$ cat config.mk
export PLATFORM = sky130hd
export DESIGN_NAME = fifo_read_packer
export DESIGN_NICKNAME = d
export VERILOG_FILES = /design/src/rtl/fifo_read_packer.sv
export SDC_FILE = /design/constraint.sdc
export NUM_CORES = 1
export LEC_CHECK = 0
export ABC_AREA = 1
export CORE_MARGIN = 1.5
export CORE_UTILIZATION = 40
export DETAILED_ROUTE_END_ITERATION = 8
export PLACE_DENSITY = 0.69
export SYNTH_ARGS = -nofsm -noshare
export SYNTH_HDL_FRONTEND = slang
export SYNTH_SLANG_ARGS = --single-unit
export TNS_END_PERCENT = 10
$ cat constraint.sdc
create_clock -name rd_clk -period 1.9 [get_ports rd_clk]
set_clock_uncertainty 0.15 [all_clocks]
set_input_delay 0.38 -clock rd_clk [delete_from_list [all_inputs] [get_ports rd_clk]]
set_output_delay 0.38 -clock rd_clk [all_outputs]
set_load 0.05 [all_outputs]
$ cat src/rtl/fifo_read_packer.sv
// Packs RATIO consecutive FIFO entries into one wide word with a per-lane keep mask.
// Define PACKER_TIMEOUT_EN to flush a partial word after TIMEOUT idle cycles.
`timescale 1ns/1ps
module fifo_read_packer #(
    parameter int WIDTH   = 8,
    parameter int RATIO   = 4,
    parameter int TIMEOUT = 16
) (
    input  logic                     rd_clk,
    input  logic                     reset_n,
    input  logic                     fifo_empty,
    output logic                     fifo_read_en,
    input  logic [WIDTH-1:0]         fifo_read_data,
    output logic                     out_valid,
    input  logic                     out_ready,
    output logic [WIDTH*RATIO-1:0]   out_data,
    output logic [RATIO-1:0]         out_keep
);
    localparam int CNT_W = $clog2(RATIO + 1);
    localparam logic [CNT_W:0] RATIO_W = (CNT_W + 1)'(RATIO);

    typedef enum logic {COLLECT = 1'b0, PRESENT = 1'b1} state_t;

    state_t           state;
    logic [CNT_W-1:0] count;
    logic             pending;
    logic             armed;
    logic [CNT_W:0]   inflight;
    logic             last_lane;
    logic             timeout_hit;

    // Lanes already captured plus the read whose data arrives next cycle.
    assign inflight  = {1'b0, count} + (CNT_W + 1)'(pending);
    assign last_lane = (count == CNT_W'(RATIO - 1));

    assign fifo_read_en = reset_n && armed && (state == COLLECT) && !fifo_empty
                          && (inflight < RATIO_W);

`ifdef PACKER_TIMEOUT_EN
    localparam int IDLE_W = $clog2(TIMEOUT + 1);
    logic [IDLE_W-1:0] idle;

    // A read issued this cycle would land after the flush, so it blocks the timeout.
    assign timeout_hit = (state == COLLECT) && (count != '0) && !pending && !fifo_read_en
                         && (idle == IDLE_W'(TIMEOUT - 1));

    always_ff @(posedge rd_clk) begin
        if (!reset_n) begin
            idle <= '0;
        end else if (state != COLLECT || count == '0 || pending) begin
            idle <= '0;
        end else if (idle != IDLE_W'(TIMEOUT)) begin
            idle <= idle + IDLE_W'(1);
        end
    end
`else
    // Without the flush feature a word is only ever presented when full.
    assign timeout_hit = (TIMEOUT < 0);
`endif

    always_ff @(posedge rd_clk) begin
        if (!reset_n) begin
            state     <= COLLECT;
            count     <= '0;
            pending   <= 1'b0;
            armed     <= 1'b0;
            out_data  <= '0;
            out_keep  <= '0;
            out_valid <= 1'b0;
        end else begin
            armed   <= 1'b1;
            pending <= fifo_read_en;
            case (state)
                COLLECT: begin
                    if (pending) begin
                        for (int i = 0; i < RATIO; i++) begin
                            if (count == CNT_W'(i)) begin
                                out_data[i*WIDTH +: WIDTH] <= fifo_read_data;
                                out_keep[i]                <= 1'b1;
                            end
                        end
                        count <= count + CNT_W'(1);
                        if (last_lane) begin
                            state     <= PRESENT;
                            out_valid <= 1'b1;
                        end
                    end else if (timeout_hit) begin
                        state     <= PRESENT;
                        out_valid <= 1'b1;
                    end
                end
                PRESENT: begin
                    if (out_ready) begin
                        state     <= COLLECT;
                        out_valid <= 1'b0;
                        count     <= '0;
                        out_keep  <= '0;
                        out_data  <= '0;
                    end
                end
            endcase
        end
    end
endmodule

==> metrics <==
CTS Buf Count=5; total power=1.770 mW; CP startpoint kind=register; Min Clock Period, post-route=approximately 1.8 ns; largest area contributor in the netlist=dfxtp_1; Place WS=-0.004653 ns; DRT Wirelength=4054 um; port bufs=49; Die Span Y=68.44 um; initial antenna violation count=0; status=completed; n_diodes=0; Final Hold Viols=0; Area contributors post-synth=dfxtp_1 (49%), nand2_1 (12%), a21oi_1 (11%); fin. max-slew vios=0; hpwl dp=~2900 um; Final period util=0.9418; net count after synthesis=~240; filler instances=400; synth unique cells=22; Setup CP Type=register to output port; CTS tree=built; clock buffer depth=2; grt ovf=0; drt first-iter violations=approximately 110; most common cell in the netlist=nand2_1; RSZ-0062 raised after global routing=no; Ys Warns=0; FF+latch count, synth=42; Async S/R FF share, synth=0; clock latency on the worst-skew pair=0.29 ns; syn_area_per_cell=7.821 um^2; CTS root buf=clkbuf_8; leakage power=1.015 nW; Final Setup Violations=0; vias in the first global route=1403; VDD IR-drop max=between 0.5 and 0.6 mV; Post-Synthesis Cells=roughly 220; clk slew on worst S/H paths=0.07 ns; area occupied by multi-input gates=approximately 740 um^2; register area=840.8 um^2; GPL Wtd Cong=around 0.82; DR WL/cell=12.47 um; Die ar.=0.004684 mm^2; Vias=1606; GRT Total Usage=0.1958; Post-synth EDFFs=0; Antenna Nets Post-Route=0; DR pass1 iterations=4; core area=0.004058 mm^2; CP Capture Type=output port; Via density=4.942; # Max-Cap Violations=0; Slew headroom=0.7663; Initial Utilization=0.4221; global-route wire length before repair=6644 um; share of cells above drive strength 1=0.2473; worst-path fanout max=2; top cells by count, synth=nand2_1 (53), dfxtp_1 (42), a21oi_1 (39); Layout area overhead=36.52%; sequential share of the synthesized area=0.4909; worst hold path class=input port to register; Synth top area share=0.4909; fin nets=292; Critical Path RT=1.37 ns; Synth Cell Area=roughly 0.0017 mm^2; FP Rows=23; CTS Sinks=42; Slew @ Worst Pin=0.3500 ns; Most used DFF post-synth=dfxtp_1; H-tree depth=2; crit path DAT=1.26 ns; number of top-level pins=50; f_max=558.9 MHz; Post-route DRC=0; Die W=68.44 um; largest net degree at the start of global routing=40; post-route setup slack=~0.11 ns; Pwr Density=approximately 760 mW/mm^2
-- through the flow --
step	setup TNS (ns)	hold slack, ns	std cells	utilization	area (um^2)
2_1_floorplan	0	0.2577	219	-	1719
3_3_place_gp	0	0.3032	316	0.5436	2206
3_5_place_dp	-0.004653	0.3048	316	0.5436	2206
4_1_cts	0	0.3183	324	0.5732	2326
5_1_grt	0	0.1886	325	0.5763	2338
6_report	0	0.1961	325	0.5763	2338
-- cells in the final DEF, fill, tap and decap left out --
cell              n
dlymetal6s2s_1    2
nand3_2           3
ha_1              5
nand3_1          25
nand2_4           1
a21oi_1          39
dfxtp_1          42
inv_2             1
bufinv_16         1
buf_4            46
nand4_1           1
clkinv_1          1
nor2_1            8
nand2_1          53
inv_1            19
nor2_4            2
clkdlybuf4s50_1   9
buf_12            2
o22ai_1           1
a31oi_1           1
a31oi_2           1
nand2_2           3
nor2_2            2
o21ai_0           1
clkbuf_8          6
-- where the power goes --
group	internal (mW)	switching, mW
clock network	0.421	0.300
logic	0.0583	0.0900
registers	0.892	0.00959
total	1.37	0.400
-- worst max-delay path, stage by stage, from the launching register on --
cell and delay [ns]:
dfxtp_1 0.33, nor2_4 0.11, nand4_1 0.13, a31oi_2 0.22
buf_12 0.17
-- final timing paths --
kind / slack (ns) / depth (start not counted) / endpoint / from
max: 0.11 / 4 / fifo_read_en / count[2]$_SDFFE_PN0P_
min reg2reg: 0.31 / 2 / out_data[22]$_SDFFE_PN0P_ / out_data[22]$_SDFFE_PN0P_
max reg2reg: 0.25 / 7 / out_data[24]$_SDFFE_PN0P_ / count[1]$_SDFFE_PN0P_
min: 0.20 / 2 / armed$_DFF_P_ / reset_n
-- sequential cells by signal (all words and copies together), names as in the netlist --
register / cells
pending: 1
out_data: 32
armed: 1
state: 1
out_keep: 4
count: 3
-- what timing repair did --
item                                    in CTS  in global routing
endpoints found under the setup margin       1                  1
hold buffers                                 0                  0
resized for setup                            0                  2
hold endpoints to repair                     0                  0
setup buffers                                1                  1
pin swaps                                    1                  1
-- layout make-up --
type,count,area share
clock buffer,6,0.03531
timing repair buffer,59,0.2140
clock inverter,1,0.01284
multi-input combinational,146,0.3178
sequential,42,0.3596
inverter,21,0.03371
tap,50,0.02675
-- logic make-up (layout without fill, tap and decap cells) --
group                      Yosys count  in the layout  share of synthesized area
buffers and inverters               31             87                    0.07888
AOI/OAI and AO/OA                   43             43                     0.1278
adders and majority gates            5              5                    0.03652
and+or+nand+nor                     98             98                     0.2659
DFF                                 42             42                     0.4909
-- routing by layer --
layer  wire [um]  part of all wire  up-vias  track usage
met1        1936              0.48      736       0.2742
met2        1836              0.45       47       0.2788
li1            -                 -      819            -
met4          47             0.012        0      0.08000
met3         234             0.058        4      0.05757
met5           0                 0        -            0
(Power assumes the default switching activity.)
